**src/rtl/miner_job_scheduler.sv**
```systemverilog
// Job scheduler: takes front-end commands, then steps the hash engine through a nonce range.
// Optional engine-timeout watchdog is compiled in when SCHED_WATCHDOG_EN is defined.
module miner_job_scheduler #(
    parameter int NONCE_W = 32
`ifdef SCHED_WATCHDOG_EN
    ,
    parameter logic [15:0] WDOG_CYCLES = 16'd1024
`endif
) (
    input  logic               clk,
    input  logic               rst_n,
    input  logic               in_ready,
    input  logic [7:0]         in_command,
    input  logic [255:0]       in_buffer,
    output logic               data_request,
    output logic [255:0]       eng_data,
    output logic [NONCE_W-1:0] eng_nonce,
    output logic               eng_start,
    input  logic               eng_done,
    input  logic               eng_found,
    output logic               result_valid,
    output logic [NONCE_W-1:0] result_nonce,
    output logic               result_found,
    input  logic               result_ack,
    output logic               busy,
    output logic               err,
    output logic [NONCE_W-1:0] tried_count,
    output logic [7:0]         debug
);

    typedef enum logic [2:0] {
        S_IDLE   = 3'd0,
        S_ISSUE  = 3'd1,
        S_WAIT   = 3'd2,
        S_NEXT   = 3'd3,
        S_REPORT = 3'd4
    } state_t;

    localparam logic [3:0] CMD_NOP   = 4'd0;
    localparam logic [3:0] CMD_LOAD  = 4'd1;
    localparam logic [3:0] CMD_RANGE = 4'd2;
    localparam logic [3:0] CMD_RUN   = 4'd3;
    localparam logic [3:0] CMD_STOP  = 4'd4;

    state_t               state, state_n;
    logic                 armed, pend;
    logic [7:0]           cmd_q;
    logic [255:0]         buf_q, data_q;
    logic [NONCE_W-1:0]   rng_start, rng_end, nonce, tried, res_nonce;
    logic                 found_q, err_q, res_found;

    logic accept, wdog_timeout;
    logic load_data, load_range, run_start, nonce_inc, tried_inc;
    logic go_report, rep_found, err_set, err_clr, stop, wdog_hit;

    // Handshake: a command is consumed (data_request) in the cycle in_ready, armed and an
    // accepting state coincide; armed re-arms only after in_ready has been seen low.
    assign accept = in_ready && armed && (state == S_IDLE || state == S_WAIT);

    always_ff @(posedge clk or negedge rst_n) begin
        if (!rst_n) state <= S_IDLE;
        else        state <= state_n;
    end

    always_comb begin
        state_n    = state;
        load_data  = 1'b0;
        load_range = 1'b0;
        run_start  = 1'b0;
        nonce_inc  = 1'b0;
        tried_inc  = 1'b0;
        go_report  = 1'b0;
        rep_found  = 1'b0;
        err_set    = 1'b0;
        err_clr    = 1'b0;
        stop       = 1'b0;
        wdog_hit   = 1'b0;

        // Latched command is decoded one cycle after it was accepted.
        if (pend) begin
            if (cmd_q[7:4] != 4'd0) begin
                err_set = 1'b1;
            end else if (state == S_IDLE) begin
                case (cmd_q[3:0])
                    CMD_NOP:   err_clr = 1'b1;
                    CMD_LOAD:  begin load_data = 1'b1; err_clr = 1'b1; end
                    CMD_RANGE: begin load_range = 1'b1; err_clr = 1'b1; end
                    CMD_RUN: begin
                        if (rng_start > rng_end) err_set = 1'b1;
                        else begin run_start = 1'b1; err_clr = 1'b1; end
                    end
                    default:   err_set = 1'b1;
                endcase
            end else if (cmd_q[3:0] == CMD_STOP) begin
                // A STOP accepted in WAIT may decode in NEXT if eng_done landed on the accept cycle.
                if (state == S_WAIT || state == S_NEXT) begin
                    stop    = 1'b1;
                    err_clr = 1'b1;
                end
            end else begin
                err_set = 1'b1;
            end
        end

        case (state)
            S_IDLE:  if (run_start) state_n = S_ISSUE;
            S_ISSUE: state_n = S_WAIT;
            S_WAIT: begin
                tried_inc = eng_done;
                if (stop)              go_report = 1'b1;
                else if (eng_done)     state_n = S_NEXT;
                else if (wdog_timeout) begin
                    go_report = 1'b1;
                    err_set   = 1'b1;
                    wdog_hit  = 1'b1;
                end
            end
            S_NEXT: begin
                if (stop)                 go_report = 1'b1;
                else if (found_q)         begin go_report = 1'b1; rep_found = 1'b1; end
                else if (nonce == rng_end) go_report = 1'b1;
                else begin
                    nonce_inc = 1'b1;
                    state_n   = S_ISSUE;
                end
            end
            S_REPORT: if (result_ack) state_n = S_IDLE;
            default:  state_n = S_IDLE;
        endcase

        if (go_report) state_n = S_REPORT;
    end

    always_ff @(posedge clk or negedge rst_n) begin
        if (!rst_n) begin
            armed     <= 1'b0;
            pend      <= 1'b0;
            cmd_q     <= '0;
            buf_q     <= '0;
            data_q    <= '0;
            rng_start <= '0;
            rng_end   <= '0;
            nonce     <= '0;
            tried     <= '0;
            found_q   <= 1'b0;
            err_q     <= 1'b0;
            res_nonce <= '0;
            res_found <= 1'b0;
        end else begin
            if (accept)         armed <= 1'b0;
            else if (!in_ready) armed <= 1'b1;
            pend <= accept;
            if (accept) begin
                cmd_q <= in_command;
                buf_q <= in_buffer;
            end
            if (load_data) data_q <= buf_q;
            if (load_range) begin
                rng_start <= buf_q[2*NONCE_W-1:NONCE_W];
                rng_end   <= buf_q[NONCE_W-1:0];
            end
            if (run_start)      nonce <= rng_start;
            else if (nonce_inc) nonce <= nonce + 1'b1;
            if (run_start)      tried <= '0;
            else if (tried_inc) tried <= tried + 1'b1;
            if (state == S_WAIT && eng_done) found_q <= eng_found;
            if (err_set)      err_q <= 1'b1;
            else if (err_clr) err_q <= 1'b0;
            if (go_report) begin
                res_nonce <= nonce;
                res_found <= rep_found;
            end
        end
    end

`ifdef SCHED_WATCHDOG_EN
    logic [15:0] wdog_cnt;

    // Zero on the first WAIT cycle, so the limit is reached after WDOG_CYCLES WAIT cycles.
    always_ff @(posedge clk or negedge rst_n) begin
        if (!rst_n)               wdog_cnt <= '0;
        else if (state != S_WAIT) wdog_cnt <= '0;
        else                      wdog_cnt <= wdog_cnt + 16'd1;
    end

    assign wdog_timeout = (wdog_cnt == WDOG_CYCLES - 16'd1);
`else
    assign wdog_timeout = 1'b0;
`endif

    assign data_request = accept;
    assign eng_data     = data_q;
    assign eng_nonce    = nonce;
    assign eng_start    = (state == S_ISSUE);
    assign result_valid = (state == S_REPORT);
    assign result_nonce = res_nonce;
    assign result_found = res_found;
    assign busy         = (state == S_ISSUE) || (state == S_WAIT) || (state == S_NEXT);
    assign err          = err_q;
    assign tried_count  = tried;
    assign debug        = {wdog_hit, 2'b00, err_q, armed, state};

endmodule

```
**config.mk**
```make
export PLATFORM = sky130hd
export DESIGN_NAME = miner_job_scheduler
export DESIGN_NICKNAME = d
export VERILOG_FILES = /design/src/rtl/miner_job_scheduler.sv
export SDC_FILE = /design/constraint.sdc
export NUM_CORES = 1
export LEC_CHECK = 0
export CORE_MARGIN = 3
export CORE_UTILIZATION = 30
export DETAILED_ROUTE_END_ITERATION = 16
export GPL_ROUTABILITY_DRIVEN = 1
export GPL_TIMING_DRIVEN = 1
export PLACE_DENSITY = 0.59
export SETUP_SLACK_MARGIN = 0.3
export SYNTH_ARGS = -nofsm -noshare
export SYNTH_HDL_FRONTEND = slang
export SYNTH_SLANG_ARGS = --single-unit
```
**constraint.sdc**
```tcl
create_clock -name clk -period 6.9 [get_ports clk]
set_clock_uncertainty 0.1 [all_clocks]
set_input_delay 2.07 -clock clk [delete_from_list [all_inputs] [get_ports clk]]
set_output_delay 2.07 -clock clk [all_outputs]
set_load 0.05 [all_outputs]
```
==> flow_metrics.tcl <==
set metrics [dict create \
    p_clk_share_pct 30.1 \
    drc 0 \
    cp_max_fo 4 \
    grt.total_usage_pct 16.91 \
    place_inst 3698 \
    firstDrtPassIters 6 \
    p_leak_uw 0.01695 \
    async_flop_share_pct 100.0 \
    nFillCells 8392 \
    whs_endpoint "result_nonce[21]" \
    cts_buffers 78 \
    totalWireLength_um 82600 \
    hold_ws_ns 0.3889 \
    vdd_ir_drop_max_mv 0.2076 \
    maxCapViolations 0 \
    first_global_vias 19500 \
    crit_path_end_kind "output pin" \
    antenna_found_initial 14 \
    gr-total-overflow 0 \
    clock_latency_ns 0.62 \
    reg2reg_to "buf_q[165]" \
    clock_path_buffers 3 \
    post-route-util_pct 41.59 \
    hp-start "result_nonce[21]" \
    switching_share_pct 32.86 \
    yosysSeqAreaShare_pct 61.86 \
    synth_ff_type "dfrtp_1" \
    worstMarginPinSlew_ns 1.080 \
    cts_setup_buffers 0 \
    power.internal_uw 9462 \
    grt_max_degree 156 \
    wl_per_cell_um 21.45 \
    drive_gt1_share_pct 30.54 \
    rsz0062_at_grt "false" \
    dr_total_vias 17920 \
    syn_avg_cell_area_um2 14.66 \
    slowest_delay_ns 0.61 \
    drv_slew 0 \
    cts_hold_buf 0 \
    grt.met3_usage_pct 4.429 \
    die_y_um 310.6 \
    syn-cell-area_um2 27830 \
    setup_viol 0 \
    crit_buf_inv 2 \
    fp.dieW_um 310.6 \
    max_slew_margin_pct 27.97 \
    area_delta_synth_final_pct 37.18 \
    pwr-share-seq_pct 41.9 \
    num_rows 111 \
    yosys_warnings 0 \
    drtIter0Drc 847 \
    grt_pass1_wl_um 125500 \
    ys_types 63 \
    dp_hpwl_um 60400 \
    num-nets-final 2839 \
    clkSlewWorstSetupHoldPaths_ns 0.05 \
    rr_worst_depth 4 \
    status "finished, final reports clean" \
    cp-start-kind "input pin" \
    switchingPower_uw 4631 \
    syn-instance-count 1898 \
    p_per_area_nw_per_um2 369.1 \
    tns_ns 0 \
    path_cells "clkdlybuf4s50_1 > nand2_1 > nor3_2 > buf_12" \
    globalRouteMet1Util_pct 19.79 \
    period_share_pct 82.38 \
    r2r_slack_ns 3.40 \
    r2r-start "state[2]" \
    finalNonFillerCells 3850 \
    met2_usage_pct 29.93 \
    max_freq_ghz 0.1759 \
    cts.htree.levels 3 \
    root_buffer "clkbuf_16" \
    whs_path_depth 1 \
    cp_slowest_cell "nor3_2" \
    cts_sinks 688 \
    hold_viol_final 0 \
    p_comb_share_pct 28.1 \
    initial_utilization_pct 30.32 \
    via_per_inst 4.655 \
    cts_tree "built" \
    criticalPathCategory "input pin to output pin" \
    gp_congestion 0.8200 \
    total_power_uw 14090 \
    core_area_um2 91800 \
    top_usage_layer "met2" \
    port_buffers 632 \
    ant_nets 0 \
    min_path_type "register to register" \
    arrival_ns 3.51 \
    ctsResizeCount 0 \
    die-area_um2 96460 \
    period_needed_ns 5.684 \
    synth_seq_cells 688 \
    synth_edf_count 0 \
    critPathRequiredTime_ns 4.73 \
    crit_family "buffers and inverters" \
    ios 636 \
]
==> power groups by stage <==
stage	registers (uW)	logic, uW	clock network [uW]
after floorplan	6440	1950	0
after global placement	5930	3910	0
after detailed placement	5990	4010	0
after CTS	5930	4020	4390
after global routing	6070	4210	4550
final	5900	3950	4240
==> worst reg2reg max path, stage by stage (launching register included) <==
cell and delay (ns):
dfrtp_1 0.56, nor3_2 0.74, buf_4 0.79, buf_4 0.73, mux2_2 0.47
==> kinds of logic after synthesis <==
family | after synthesis | synth area share, %
muxes | 620 | 25.08
DFF | 688 | 61.86
AOI/OAI and AO/OA | 112 | 2.608
other | 1 | 0.01347
xor gates and xnor gates | 69 | 2.171
adders and majority gates | 34 | 1.529
and+or+nand+nor | 231 | 4.455
buffers and inverters | 143 | 2.279
==> routing by layer <==
| layer | up-vias | wire length [um] |
|---|---|---|
| met3 | 126 | 5077 |
| met4 | 8 | 2206 |
| met5 | - | 61 |
| li1 | 8040 | - |
| met1 | 9302 | 32510 |
| met2 | 445 | 42740 |
==> flip-flops by register name, indices dropped and copies added (netlist names), 3 cells and up <==
name          flops
eng_nonce        32
tried_count      32
eng_data        256
cmd_q             8
rng_start        32
rng_end          32
buf_q           256
result_nonce     32
state             3
==> metrics by stage <==
| step | instance area, um2 | setup WS, ns |
|---|---|---|
| final | 38180 | 1.216 |
| after floorplan | 27840 | 1.309 |
| after global placement | 35520 | 1.095 |
| after CTS | 38150 | 1.132 |
| after detailed placement | 35520 | 1.149 |
| after global routing | 38170 | 1.112 |
==> how the worst max path moves through the flow <==
stage | start | to | slack, ns | depth (start not counted)
2_1_floorplan | in_ready | data_request | 1.31 | 4
3_3_place_gp | in_ready | data_request | 1.09 | 4
3_5_place_dp | in_ready | data_request | 1.15 | 4
4_1_cts | in_ready | data_request | 1.13 | 4
5_1_grt | in_ready | data_request | 1.11 | 4
6_report | in_ready | data_request | 1.22 | 4
==> cells in the mapped netlist (2+ instances only) <==
library cell / number / area (um2)
o31ai_1: 2 / 15.01
o21ai_2: 2 / 17.52
nor2_2: 2 / 12.51
nor2b_1: 3 / 18.77
dfrtp_1: 688 / 17220
and4_1: 4 / 35.03
nand4_1: 28 / 175.2
a21oi_1: 37 / 185.2
ha_1: 34 / 425.4
buf_2: 39 / 195.2
xnor2_1: 45 / 394.1
buf_4: 13 / 97.59
o311ai_0: 3 / 26.28
and3_1: 12 / 75.07
mux2_2: 618 / 6959
nand3_1: 34 / 170.2
and2_1: 5 / 31.28
nand4b_1: 2 / 17.52
nor2_1: 47 / 176.4
nor3_1: 14 / 70.07
buf_1: 3 / 11.26
or4_4: 2 / 22.52
a221o_1: 8 / 80.08
a21o_1: 2 / 15.01
nor3b_1: 2 / 15.01
o21ai_1: 8 / 40.04
nor4_2: 2 / 25.02
a31oi_1: 4 / 25.02
inv_1: 45 / 168.9
clkbuf_1: 43 / 161.4
or3_1: 8 / 50.05
o211ai_1: 3 / 22.52
a22oi_1: 2 / 15.01
nand2_1: 46 / 172.7
or4_1: 3 / 22.52
nor4_1: 5 / 31.28
xor2_1: 24 / 210.2
nor3_2: 2 / 20.02
o21ai_0: 27 / 135.1
nand2b_1: 4 / 25.02
==> layout make-up <==
| type | instances | area, um2 | share of cell area (%) |
|---|---|---|---|
| antenna | 10 | 25.02 | 0.06554 |
| clock buffer | 105 | 2203 | 5.771 |
| clock inverter | 37 | 430.4 | 1.127 |
| inverter | 45 | 168.9 | 0.4424 |
| multi-input combinational | 1069 | 10010 | 26.21 |
| sequential | 688 | 17220 | 45.09 |
| tap | 1243 | 1555 | 4.074 |
| timing repair buffer | 653 | 6574 | 17.22 |
==> cells in the final DEF, fill, tap and decap left out, types with 27 or more instances in the layout <==
cell type | synthesis | layout
nand2_1 | 46 | 46
xnor2_1 | 45 | 45
a21oi_1 | 37 | 37
clkdlybuf4s50_1 | 0 | 630
dfrtp_1 | 688 | 688
mux2_2 | 618 | 618
nand4_1 | 28 | 28
nor2_1 | 47 | 47
o21ai_0 | 27 | 27
ha_1 | 34 | 34
clkbuf_16 | 0 | 78
inv_1 | 45 | 45
nand3_1 | 34 | 34
(Power assumes the default switching activity.)
